`src/rtl/vga_attrfill.sv`:
```
`default_nettype none
// ============================================================================
// Module      : vga_attrfill
// Description : Rectangle fill engine for the character attribute RAM. Clips
//               a cell rectangle to the screen and writes one attribute byte
//               to every covered cell, one cell per clock, in raster order.
// Revision    : 1.0 - initial release
// ============================================================================
module vga_attrfill #(
  parameter int cols       = 80,
  parameter int rows       = 30,
  parameter int addr_width = 12,
  parameter int bit_width  = 8,
  parameter int col_width  = 7,
  parameter int row_width  = 5
) (
  input  logic                  clk,
  input  logic                  rst_n,
  input  logic                  start,
  input  logic                  abort,
  input  logic [col_width-1:0]  x0,
  input  logic [row_width-1:0]  y0,
  input  logic [col_width-1:0]  w,
  input  logic [row_width-1:0]  h,
  input  logic [bit_width-1:0]  attr,
  output logic                  busy,
  output logic                  done,
  output logic [addr_width-1:0] addr_a,
  output logic                  wr_en_a,
  output logic [bit_width-1:0]  data_wr_a
);

  typedef enum logic [1:0] {
    ST_IDLE  = 2'd0,
    ST_SETUP = 2'd1,
    ST_FILL  = 2'd2,
    ST_DONE  = 2'd3
  } state_t;

  localparam logic [col_width-1:0]  cols_c = col_width'(cols);
  localparam logic [row_width-1:0]  rows_c = row_width'(rows);
  localparam logic [addr_width-1:0] cols_a = addr_width'(cols);

  state_t state, state_next;

  // Request parameters captured when a fill is accepted
  logic [col_width-1:0]  x0_q;
  logic [row_width-1:0]  y0_q;
  logic [col_width-1:0]  w_q;
  logic [row_width-1:0]  h_q;
  logic [bit_width-1:0]  attr_q;

  // Walk state: current column, last column of a row, start of current row
  logic [col_width-1:0]  col;
  logic [col_width-1:0]  col_end;
  logic [addr_width-1:0] row_base;
  logic [row_width-1:0]  rows_left;

  logic [col_width-1:0]  cw_c;
  logic [row_width-1:0]  ch_c;
  logic [addr_width-1:0] base_c;
  logic                  last_col;
  logic                  last_cell;

  // Clip the latched rectangle against the screen edges
  always_comb begin
    cw_c = '0;
    ch_c = '0;
    if (x0_q < cols_c) begin
      cw_c = (w_q < (cols_c - x0_q)) ? w_q : (cols_c - x0_q);
    end
    if (y0_q < rows_c) begin
      ch_c = (h_q < (rows_c - y0_q)) ? h_q : (rows_c - y0_q);
    end
    base_c    = addr_width'(y0_q) * cols_a;
    last_col  = (col == col_end);
    last_cell = last_col && (rows_left == row_width'(1));
  end

  // State register; reset parks the engine in IDLE at once
  always_ff @(posedge clk or negedge rst_n) begin
    if (!rst_n) state <= ST_IDLE;
    else        state <= state_next;
  end

  // Next-state decode; abort only matters while a fill is being set up or run
  always_comb begin
    state_next = state;
    case (state)
      ST_IDLE:  if (start) state_next = ST_SETUP;
      ST_SETUP: begin
        if (abort)                             state_next = ST_IDLE;
        else if ((cw_c == '0) || (ch_c == '0)) state_next = ST_DONE;
        else                                   state_next = ST_FILL;
      end
      ST_FILL: begin
        if (abort)          state_next = ST_IDLE;
        else if (last_cell) state_next = ST_DONE;
      end
      ST_DONE:  state_next = ST_IDLE;
      default:  state_next = ST_IDLE;
    endcase
  end

  // Registered outputs follow the next state so the RAM port is glitch-free;
  // the address is precomputed one cycle ahead of the cell it describes
  always_ff @(posedge clk or negedge rst_n) begin
    if (!rst_n) begin
      busy      <= 1'b0;
      done      <= 1'b0;
      wr_en_a   <= 1'b0;
      addr_a    <= '0;
      data_wr_a <= '0;
      x0_q      <= '0;
      y0_q      <= '0;
      w_q       <= '0;
      h_q       <= '0;
      attr_q    <= '0;
      col       <= '0;
      col_end   <= '0;
      row_base  <= '0;
      rows_left <= '0;
    end else begin
      busy    <= (state_next == ST_SETUP) || (state_next == ST_FILL);
      done    <= (state_next == ST_DONE);
      wr_en_a <= (state_next == ST_FILL);
      case (state)
        ST_IDLE: begin
          if (start) begin
            x0_q   <= x0;
            y0_q   <= y0;
            w_q    <= w;
            h_q    <= h;
            attr_q <= attr;
          end
        end
        ST_SETUP: begin
          col       <= x0_q;
          col_end   <= x0_q + cw_c - col_width'(1);
          row_base  <= base_c;
          rows_left <= ch_c;
          addr_a    <= base_c + addr_width'(x0_q);
          data_wr_a <= attr_q;
        end
        ST_FILL: begin
          if (last_col) begin
            col       <= x0_q;
            row_base  <= row_base + cols_a;
            rows_left <= rows_left - row_width'(1);
            addr_a    <= row_base + cols_a + addr_width'(x0_q);
          end else begin
            col    <= col + col_width'(1);
            addr_a <= addr_a + addr_width'(1);
          end
        end
        default: ;
      endcase
    end
  end

endmodule
`default_nettype wire

```
`config.mk`:
```
export PLATFORM = sky130hd
export DESIGN_NAME = vga_attrfill
export DESIGN_NICKNAME = d
export VERILOG_FILES = /design/src/rtl/vga_attrfill.sv
export SDC_FILE = /design/constraint.sdc
export NUM_CORES = 1
export LEC_CHECK = 0
export CAP_MARGIN = 20
export CORE_UTILIZATION = 40
export CTS_CLUSTER_SIZE = 16
export DETAILED_ROUTE_END_ITERATION = 6
export REMOVE_ABC_BUFFERS = 1
export SLEW_MARGIN = 20
export SYNTH_ARGS = -nofsm -noshare
export SYNTH_HDL_FRONTEND = slang
export SYNTH_SLANG_ARGS = --single-unit
```
`constraint.sdc`:
```
create_clock -name clk -period 8.94 [get_ports clk]
set_clock_uncertainty 0.2 [all_clocks]
set_input_delay 0.894 -clock clk [delete_from_list [all_inputs] [get_ports clk]]
set_output_delay 0.894 -clock clk [all_outputs]
set_load 0.05 [all_outputs]
```
### Yosys cells after proc, flatten, opt, wreduce, memory -nomap -nowiden

Index checks and enable logic that the tools add are counted.

* bits in registers: 88
* output and inout bits: 23

* add/subtract/negate cells: 10
* magnitude comparators: 4
* multipliers: 1
* equal/unequal tests: 9
* reduce and logical (&&, ||, !) cells: 9
* multiplexer cells: 18

Operator list (count)
* one-hot mux 12 bit (2 select lines): 2
* adder 12 x 7 -> 12 bit: 2
* two-way mux 12 bit: 2
* two-way mux 7 bit: 3
* two-way mux 5 bit: 3
* one-hot mux 7 bit (2 select lines): 1
* adder 12 x 1 -> 12 bit, second input constant: 1
* adder 12 x 7 -> 12 bit, second input constant: 1
* one-hot mux 5 bit (2 select lines): 1
* equality test 2 bit, second input constant: 4
* multiplier 5 x 3 -> 8 bit, second input constant: 1
* two-way mux 2 bit: 4
* one-hot mux 2 bit (4 select lines): 1
* adder 7 x 1 -> 7 bit, second input constant: 1
* adder 7 bit: 1
* equality test 7 bit: 1
* logical NOT 7 bit: 1
* less-than comparator 7 bit: 1
* less-than comparator 7 bit, second input constant: 1
* subtractor 7 x 1 -> 7 bit, second input constant: 1
* subtractor 7 bit, first input constant: 1
* equality test 5 x 1 -> 1 bit, second input constant: 1
* logical NOT 5 bit: 1
* less-than comparator 5 bit: 1
* 11 further kinds: 14

### Logic depth before layout (Yosys ltp)

Gate-level depths: netlist (run 1).

* depth after elaboration: 11
* gate-level depth with buffers: 22
* gate-level depth less buffers: 21

### Least setup slack after synthesis (run 1)

OpenSTA, ideal clock, no wires.

* kind: reg-to-reg
* start point: register x0_q[1]
* end point: register col_end[6]
* setup slack: 4381 ps
* data arrival time: 4235 ps
* setup time: 125 ps
* stages on the path, launching flop included: 22
* period minus slack after synthesis: 4559 ps
* required time: 8615 ps
* path buffers: 1
* cell sequence: dfrtp_1 -> clkbuf_1 -> inv_1 -> ha_1 -> or3b_4 -> a21oi_2 -> xnor2_1 -> ha_1 -> a21oi_1 -> o21ai_0 -> a21oi_4 -> and2_0 -> o21ai_0 -> ha_1 -> inv_1 -> ha_1 -> a211oi_1 -> o21bai_1 -> a21oi_1 -> xnor2_1 -> xnor2_1 -> mux2_2

* longest elaborated chain between the ends: 6
* elaborated cells between the ends (all ways): 7
* classes of those cells: 3 x add/sub; 2 x order compare; 2 x mux

Ends and longest elaborated chain
* start, declared: line 47 `logic [col_width-1:0] x0_q;`
* start signal, assigned: line 114 `x0_q <= '0;`
* start signal, assigned: line 130 `x0_q <= x0;`
* subtractor 7 bit: line 70 `cw_c = (w_q < (cols_c - x0_q)) ? w_q : (cols_c - x0_q);`
* less-than comparator 7 bit: line 70
* two-way mux 7 bit: line 70
* two-way mux 7 bit: line 69 `if (x0_q < cols_c) begin`
* adder 7 bit (*): line 139 `col_end <= x0_q + cw_c - col_width'(1);`
* subtractor 7 x 1 -> 7 bit (*): line 139
* end signal, assigned: line 139
* end, declared: line 55 `logic [col_width-1:0] col_end;`

Every way passes the cells marked *; elsewhere a longest branch is shown, timed or not.
A chain may end at the register's enable or synchronous reset.

### Worst setup path in the final report (run 1)

Same ends and word-level chain as after synthesis.

==> results of run 1 <==
logic make-up after synthesis:
kind of cell	Yosys count
AOI/OAI and AO/OA	140
muxes	57
xor gates and xnor gates	44
DFF	84
buffers and inverters	62
adders and majority gates	49
and+or+nand+nor	141
layer usage:
| layer | vias up | routed length (um) | global-route usage, % |
|---|---|---|---|
| met2 | 90 | 6020 | 30.8 |
| met3 | 20 | 606 | 4.43 |
| met4 | 0 | 256 | 7.19 |
| met1 | 2121 | 6220 | 25.7 |
| met5 | - | 0 | 0 |
| li1 | 2169 | - | - |
cell usage after synthesis, types with 6 or more instances:
master,instances,share of area [%]
xnor2_1,35,5.5
mux2i_1,10,1.8
clkbuf_1,15,1.0
ha_1,46,10
nor2b_1,7,0.78
dfrtp_1,84,38
nor2_1,41,2.8
o21ai_0,36,3.2
a21o_1,8,1.1
nor3_1,8,0.72
a21oi_1,43,3.9
nand2_1,38,2.6
inv_1,39,2.6
nand4_1,10,1.1
mux2_2,47,9.5
xor2_1,9,1.4
nand3_1,13,1.2
a211oi_1,6,0.81
area by class of cell:
type | instances | area [sq um] | area share, %
Timing Repair Buffer | 63 | 619 | 9.32
Clock inverter | 5 | 77.6 | 1.17
Sequential cell | 84 | 2100 | 31.6
Clock buffer | 10 | 229 | 3.45
Tap cell | 176 | 220 | 3.31
Multi-Input combinational cell | 431 | 3250 | 48.9
Inverter | 40 | 150 | 2.26
worst paths after layout:
kind | start | to | slack [ns]
worst max-delay path | x0_q[1]$_DFFE_PN0P_ | col_end[6]$_DFFE_PN0P_ | 3.96
worst min-delay path | attr_q[6]$_DFFE_PN0P_ | attr_q[6]$_DFFE_PN0P_ | 0.30
worst max register to register | x0_q[1]$_DFFE_PN0P_ | col_end[6]$_DFFE_PN0P_ | 3.96
worst min register to register | attr_q[6]$_DFFE_PN0P_ | attr_q[6]$_DFFE_PN0P_ | 0.30
max in group asynchronous | rst_n | x0_q[3]$_DFFE_PN0P_ | 7.60
min in group asynchronous | rst_n | addr_a[2]$_DFFE_PN0P_ | 0.40
stage by stage:
| step | utilization [%] | instance area (sq um) | worst slack (ns) | std cells | hold slack, ns |
|---|---|---|---|---|---|
| floorplan | - | 5500 | 4.45 | 555 | 0.274 |
| global placement | 47.1 | 6330 | 4.16 | 794 | 0.281 |
| detailed placement | 47.1 | 6330 | 3.97 | 794 | 0.287 |
| CTS | 49.3 | 6640 | 3.94 | 809 | 0.301 |
| global route | 49.4 | 6640 | 3.63 | 809 | 0.317 |
| finish | 49.4 | 6640 | 3.96 | 809 | 0.298 |
sequential cells by signal (all words and copies together), names as in the netlist, 7 cells and up:
register and count:
x0_q 7, attr_q 8, row_base 8, col_end 7
data_wr_a 8, col 7, w_q 7, addr_a 12
critical path: cells and delay by family (launching register included):
kind,cells,cell delay (ns)
AO/OA/AOI/OAI,8,1.49
adder cells (fa/ha/maj),4,1.22
AND/OR/NAND/NOR,2,0.59
flip-flops,1,0.47
XOR/XNOR,3,0.43
multiplexers,1,0.26
buffers and inverters,2,0.20
==> summary.txt, run 1 <==
Placed design
  – Port Buffer Count: 58
  – RD Place Congestion: 0.835
  – DP Wirelength: 9.52 mm

Clocking
  – Clock transition at path regs: roughly 0.060 ns
  – Clock buffer depth: 2
  – Clock Tree Root: clkbuf_16
  – CTS resizes: 0
  – # hold bufs at CTS: 0
  – H-Tree Depth: 3
  – Post-CTS setup buffer count: 0
  – TritonCTS Buffers: 9
  – CTS tree: done
  – CTS sink cnt: 84
  – Clock latency on the worst-skew pair: 0.35 ns

Critical path
  – Cells along the critical path: inv_1 > ha_1 > or3b_4 > a21oi_2 > xnor2_1 > ha_1 > a21oi_1 > o21ai_0 > a21oi_4 > and2_0 > o21ai_0 > ha_1 > inv_1 > ha_1 > a211oi_1 > o21bai_1 > a21oi_1 > xnor2_1 > xnor2_1 > mux2_2
  – Max FO, Critical Path: 9
  – CP arrival: 5.01 ns
  – Critical Path End Type: flip-flop
  – Setup CP Type: flip-flop to flip-flop
  – Reg2Reg Depth: 20
  – Worst EP required: approximately 9 ns
  – Slowest CP cell: dfrtp_1
  – Most frequent CP cell: ha_1
  – CP peak stage delay: 0.47 ns
  – Critical Path Start Type: flip-flop

Floorplanning
  – Die W: 120 um
  – Core area: between 10000 and 15000 sq um
  – Starting density of the core: 41.5%
  – Die H: 120 um
  – I/O Pins: slightly below 60
  – Die area: 14400 sq um
  – # rows: 42

STA
  – RSZ-0062 raised after global routing: false
  – Worst-margin pin slew: roughly 0.9 ns
  – Slew HR: 40.4%
  – FMAX: ~200 MHz
  – Final worst path period share: 55.7%
  – Setup violators final: 0
  – Post-Route Setup TNS: 0 ns
  – Final Critical Period: 4.98 ns
  – Fin. max-slew vios: 0
  – Final Hold Viols: 0

Routing
  – Vias per inst: roughly 5.4
  – Final WL: 13.1 mm
  – DRT iter0 DRCs: 302
  – Router iterations before antenna repair: 4
  – Routed len/inst: 16.2 um
  – DRC violations left: 0
  – Final ANT Viol Nets: 0
  – Via count: 4400

Run
  – Max cap viols: 0

Synth
  – EDFF count, synth: 0
  – Compound-Gate Fraction of Synth Area: 16.2%
  – Post-Synth XOR/XNOR Area: roughly 6.9%
  – Seq cells post-synth: 84
  – Post-synth design cell area: 5590 sq um
  – Largest family of logic cells by synthesized area: compound AO/OA/AOI/OAI gates
  – Mux cell area share after synthesis: 11.3%
  – Synthesized instance count: approximately 580
  – Sequential area share after synthesis: 37.6%
  – Number of warnings issued by yosys: 0
  – Fraction of the mapped netlist area in adder cells: 11.4%
  – Primary FF master, synth: dfrtp_1
  – Yosys cell types: 64
  – Simple-gate portion of the synthesized area: 12.3%
  – Post-Syn Area per Cell: around 9.7 sq um
  – Ys async rst share: 100%

Global routing
  – Antenna violations before repair: 0
  – Vias in the first global route: 4487
  – Total GRT Usage: 19.4%
  – Global-route wire length before repair: roughly 22 mm
  – Largest net degree at the start of global routing: 85
  – Grt ovf: 0

Layout
  – Nets: 714
  – Most frequent cells in the layout: 84 x dfrtp_1, 57 x clkdlybuf4s50_1, 47 x mux2_2
  – Proportion of layout cells with a drive suffix above 1: 12.6%
  – Diodes inserted: 0
  – Commonest non-fill, non-tap cell in the layout: dfrtp_1
  – # fillers: between 1k and 1.5k
  – Area grow syn2layout: 18.9%

Min path
  – Hold crit path type: flip-flop to flip-flop
  – Hold depth: 1

Run status
  – Status: finished, final reports clean
Power of run 1 is not shown: default switching activity piles up to over one toggle a cycle in this logic, so the estimate is an artifact.
==> inputs of run 2 (changes only) <==
==> constraint.sdc (replaced) <==
create_clock -name clk -period 5.1 [get_ports clk]
set_clock_uncertainty 0.2 [all_clocks]
set_input_delay 0.51 -clock clk [delete_from_list [all_inputs] [get_ports clk]]
set_output_delay 0.51 -clock clk [all_outputs]
set_load 0.05 [all_outputs]
==> run 2 against run 1 <==
Flip-flop and latch count is the same. Core utilization grew 0.54 points. Critical path type unchanged. Worst hold slack lost 0.28 ns. Register-to-register slack lost 3.6 ns. Count of clock-buffer cells in the layout grew 1. Sequential share of layout area shrank 0.34 points. Via count shrank 0.75%. Routed wire length shrank 1.3%. Critical path depth is the same. Worst setup slack lost 3.6 ns.
==> summary.txt, run 2 (synthesized netlist as in run 1, its figures left out) <==
Global routing
  – Antenna violations before repair: 0 (unchanged)
  – Vias in the first global route: 4400 (was 4487)
  – Global-route wire length before repair: 22.0 mm (was 22.1 mm)
  – Grt ovf: 0 (unchanged)
  – Met2 Usage GRT: 31.0% (was 30.8%)
  – Largest net degree at the start of global routing: 85 (unchanged)
  – GR peak layer: met2 (unchanged)
  – Met1 usage: 26.3% (was 25.7%)
  – M3 GR Usage: 3.58% (was 4.43%)
  – Total GRT Usage: 19.4% (about the same)

STA
  – Fin. max-slew vios: 0 (unchanged)
  – Setup violators final: 0 (unchanged)
  – Final worst path period share: 93.8% (was 55.7%)
  – RSZ-0062 raised after global routing: false (unchanged)
  – Slew HR: 47.8% (was 40.4%)
  – Final Hold Viols: 0 (unchanged)
  – Final Critical Period: 4.78 ns (was 4.98 ns)
  – Post-Route Setup TNS: 0 ns (unchanged)
  – Worst-margin pin slew: 0.783 ns (was 0.895 ns)
  – FMAX: 209 MHz (was 201 MHz)

Routing
  – Final ANT Viol Nets: 0 (unchanged)
  – Via count: 4367 (was 4400)
  – Router iterations before antenna repair: 4 (unchanged)
  – Final WL: 12.9 mm (was 13.1 mm)
  – Routed len/inst: 15.9 um (was 16.2 um)
  – DRT iter0 DRCs: 212 (was 302)
  – DRC violations left: 0 (unchanged)
  – Vias per inst: 5.36 (was 5.44)

Critical path
  – Setup CP Type: flip-flop to flip-flop (unchanged)
  – CP arrival: 4.81 ns (was 5.01 ns)
  – R2r setup slk: 0.32 ns (was 3.96 ns)
  – FF-to-FF Start: x0_q[0]$_DFFE_PN0P_ (was x0_q[1]$_DFFE_PN0P_)
  – Critical Path Start Type: flip-flop (unchanged)
  – Slowest CP cell: dfrtp_1 (unchanged)
  – Max FO, Critical Path: 7 (was 9)
  – Reg2Reg Depth: 20 (unchanged)
  – CP peak stage delay: 0.45 ns (was 0.47 ns)
  – R2r endpoint: col_end[6]$_DFFE_PN0P_ (unchanged)
  – Worst EP required: 5.13 ns (was 8.97 ns)
  – Critical Path End Type: flip-flop (unchanged)
  – Crit path launch: x0_q[0]$_DFFE_PN0P_ (was x0_q[1]$_DFFE_PN0P_)
  – Crit path capture: col_end[6]$_DFFE_PN0P_ (unchanged)
  – Cells along the critical path: inv_1 > ha_2 > or3b_4 > a21oi_2 > xnor2_1 > ha_1 > a21oi_1 > o21ai_2 > a21oi_4 > and2_0 > o21ai_0 > ha_1 > inv_1 > ha_1 > a211oi_1 > o21bai_1 > a21oi_1 > xnor2_1 > xnor2_1 > mux2_2 (was inv_1 > ha_1 > or3b_4 > a21oi_2 > xnor2_1 > ha_1 > a21oi_1 > o21ai_0 > a21oi_4 > and2_0 > o21ai_0 > ha_1 > inv_1 > ha_1 > a211oi_1 > o21bai_1 > a21oi_1 > xnor2_1 > xnor2_1 > mux2_2)

Layout
  – Proportion of layout cells with a drive suffix above 1: 14.1% (was 12.6%)
  – Most frequent cells in the layout: 84 x dfrtp_1, 57 x clkdlybuf4s50_1, 47 x mux2_2 (unchanged)
  – Max FFs per register: 12 (unchanged)
  – Diodes inserted: 0 (unchanged)
  – Nets: 720 (was 714)
  – Largest reg by FF count: addr_a (unchanged)
  – # fillers: 1298 (was 1300)
  – Commonest non-fill, non-tap cell in the layout: dfrtp_1 (unchanged)
  – Area grow syn2layout: 20.2% (was 18.9%)

Placed design
  – Port Buffer Count: 58 (unchanged)
  – DP Wirelength: 9.26 mm (was 9.52 mm)
  – RD Place Congestion: 0.825 (was 0.835)

Clocking
  – Clock latency on the worst-skew pair: 0.34 ns (was 0.35 ns)
  – Clock Tree Root: clkbuf_16 (unchanged)
  – # hold bufs at CTS: 0 (unchanged)
  – H-Tree Depth: 3 (unchanged)
  – Clock transition at path regs: 0.06 ns (about the same)
  – CTS tree: done (unchanged)
  – CTS sink cnt: 84 (unchanged)
  – Clock buffer depth: 2 (unchanged)
  – TritonCTS Buffers: 9 (unchanged)

Floorplanning
  – Die H: 120 um (unchanged)
  – Die W: 120 um (unchanged)
  – Starting density of the core: 41.5% (unchanged)
  – Die area: 14400 sq um (unchanged)
  – I/O Pins: 59 (unchanged)
  – # rows: 42 (unchanged)
  – Core area: 13500 sq um (unchanged)

Run status
  – Status: finished, final reports clean (unchanged)

Run
  – Max cap viols: 0 (unchanged)

Min path
  – Hold crit path type: input port to asynchronous set/reset pin (was flip-flop to flip-flop)
-- run 2: worst min path at each step --
stage                                from  slack (ns)  depth (start not counted)                endpoint
finish                              rst_n        0.02                          1   addr_a[2]$_DFFE_PN0P_
global route                        rst_n         0.1                          1   addr_a[2]$_DFFE_PN0P_
CTS                                 rst_n        0.22                          1  addr_a[11]$_DFFE_PN0P_
detailed placement  attr_q[7]$_DFFE_PN0P_        0.29                          1   attr_q[7]$_DFFE_PN0P_
global placement    attr_q[7]$_DFFE_PN0P_        0.28                          1   attr_q[7]$_DFFE_PN0P_
floorplan                           rst_n        0.01                          0   addr_a[0]$_DFFE_PN0P_
-- run 2: critical path, delay by kind of cell, from the launching register on --
kind	cells	cell delay, ns
AO/OA/AOI/OAI	8	1.39
flip-flops	1	0.45
multiplexers	1	0.27
buffers and inverters	2	0.21
AND/OR/NAND/NOR	2	0.57
XOR/XNOR	3	0.44
adder cells (fa/ha/maj)	4	1.15
-- run 2: cell type report --
type / instances / area (sq um) / share of cell area [%]
Tap cell: 176 / 220 / 3.28
Multi-Input combinational cell: 431 / 3250 / 48.5
Sequential cell: 84 / 2100 / 31.3
Inverter: 40 / 150 / 2.24
Clock inverter: 4 / 72.6 / 1.08
Clock buffer: 11 / 253 / 3.76
Timing Repair Buffer: 69 / 664 / 9.89
-- run 2: per-layer routing --
metal	routed length, um	share of wire [%]
met5	0	0
met4	189	1.5
met3	574	4.4
met2	5990	46
met1	6170	48
-- run 2: stage by stage --
step / util (%) / hold WS, ns / instances / worst slack (ns) / cell area, sq um
2_1_floorplan: - / 0.0144 / 555 / 0.613 / 5500
3_3_place_gp: 47.2 / 0.282 / 797 / 0.371 / 6350
3_5_place_dp: 47.2 / 0.290 / 797 / 0.160 / 6350
4_1_cts: 49.6 / 0.218 / 812 / 0.151 / 6680
5_1_grt: 49.9 / 0.0997 / 815 / 0.0213 / 6720
6_report: 49.9 / 0.0224 / 815 / 0.316 / 6720
-- run 2: timing repair --
item	CTS	global route
gates resized for setup	0	4
setup endpoints to repair	0	1
setup buffers	0	3
Power of run 2 is left out for the same reason.
==> edit: new RTL, settings of run 2 <==
Re-encode `state_t` (4 states) as Gray code, 2 bits wide.
--- a/src/rtl/vga_attrfill.sv
+++ b/src/rtl/vga_attrfill.sv
@@ -33,6 +33,6 @@
   typedef enum logic [1:0] {
-    ST_IDLE  = 2'd0,
-    ST_SETUP = 2'd1,
-    ST_FILL  = 2'd2,
-    ST_DONE  = 2'd3
+    ST_IDLE  = 2'b00,
+    ST_SETUP = 2'b01,
+    ST_FILL  = 2'b11,
+    ST_DONE  = 2'b10
   } state_t;
Behaviour: same outputs for any inputs over 4 cycles, from zero or initial values and one cycle with rst_n low; so few cycles prove little.
==> edit against run 2 <==
  * Count of clock-buffer cells in the layout unchanged
  * Design area fell by 4.1%
  * Routed wire length rose by 1.3%
  * Final cell count up 1.7%
  * Worst setup slack improved by 160 ps
  * Sequential cell count is 1 lower
  * Area after synthesis shrank 2.6%
  * Non-clock buffer count shrank 7
  * Critical endpoint unchanged
Power is not shown: default switching activity piles up to over one toggle a cycle in this logic, so the estimate is an artifact.
==> edit: results <==
outcome:
  status: "complete, no violations"
setup_path:
  reg2regPathDepth: 19
  crit_type: "reg2reg"
  arrival_ps: 4620
place:
  pre_cts_slack_ps: 512
  placed_area_mm2: 0.00617
  place_congestion: 0.873
  dp_hpwl_mm: 9.48
drt:
  dr.first_iter.drc_count: 225
  wl_mm: 13.1
  vias: 4419
global_routing:
  grt_pass1_wl_mm: 22.3
  track_usage: 0.200
  grt_max_degree: 84
sta:
  tightest_slew_ps: 885
  fin_hold_ws_ps: 26.4
  worst_slack_ps: 472
synthesis:
  yosys-top-cells-count: "nand2_1 (90), dfrtp_1 (83), nor2_1 (45)"
  synth_warnings: 0
  synthTopCellsByArea: "dfrtp_1 (38%), ha_1 (9.4%), nand2_1 (6.2%)"
  synthCells: 597
  async_flop_share: 1.00
  yosys.cell_types.count: 58
cells_and_area:
  drive_above_1_share: 0.0888
  nets: 730
clock_tree:
  clockBufferDepth: 2
min_path:
  holdCritPathClass: "in2async"
-- edit: cell types whose count changed in the layout (fill, tap and decap cells not counted), moves of 8 or more --
cell,change
mux2_2,-19
nand2_1,+52
o21ai_0,+9
xnor2_1,-8
xor2_1,+10
-- edit: cell families after synthesis --
family	count (synthesis)	share of synthesized area
AO/OA/AOI/OAI	129	0.149
XOR/XNOR	46	0.0740
adder cells (fa/ha/maj)	44	0.105
buffers and inverters	60	0.0462
flip-flops	83	0.382
multiplexers	41	0.0819
AND/OR/NAND/NOR	194	0.162
-- edit: final cells by class --
| type | instances | area [um2] |
|---|---|---|
| inverter | 40 | 150 |
| sequential | 83 | 2080 |
| timing repair buffer | 62 | 612 |
| multi-input combinational | 454 | 3110 |
| clock buffer | 11 | 253 |
| clock inverter | 3 | 15.0 |
| fill | 1285 | 6800 |
| tap | 176 | 220 |
-- edit: critical path, stage by stage (launching register included) --
cell and delay, ps:
dfrtp_1 470, inv_1 130, ha_1 310, a31oi_1 220
xor2_1 330, ha_1 340, a21oi_1 150, nand3_1 120
a31o_2 320, mux2i_1 180, nand2_1 80, ha_1 300
inv_1 70, ha_1 310, a211oi_1 280, o21bai_1 120
a21oi_1 180, xnor2_1 150, xnor2_1 130, o21ai_0 80
-- edit: layer usage --
| layer | up-vias | global-route usage | part of all wire |
|---|---|---|---|
| met5 | - | 0 | 0 |
| met4 | 0 | 0.0957 | 0.024 |
| met2 | 108 | 0.314 | 0.46 |
| met1 | 2109 | 0.271 | 0.48 |
| met3 | 20 | 0.0280 | 0.038 |
| li1 | 2182 | - | - |
-- edit: metrics by stage --
step / utilization / instances
2_1_floorplan: - / 577
3_3_place_gp: 0.466 / 815
3_5_place_dp: 0.466 / 815
4_1_cts: 0.486 / 829
5_1_grt: 0.486 / 829
6_report: 0.486 / 829
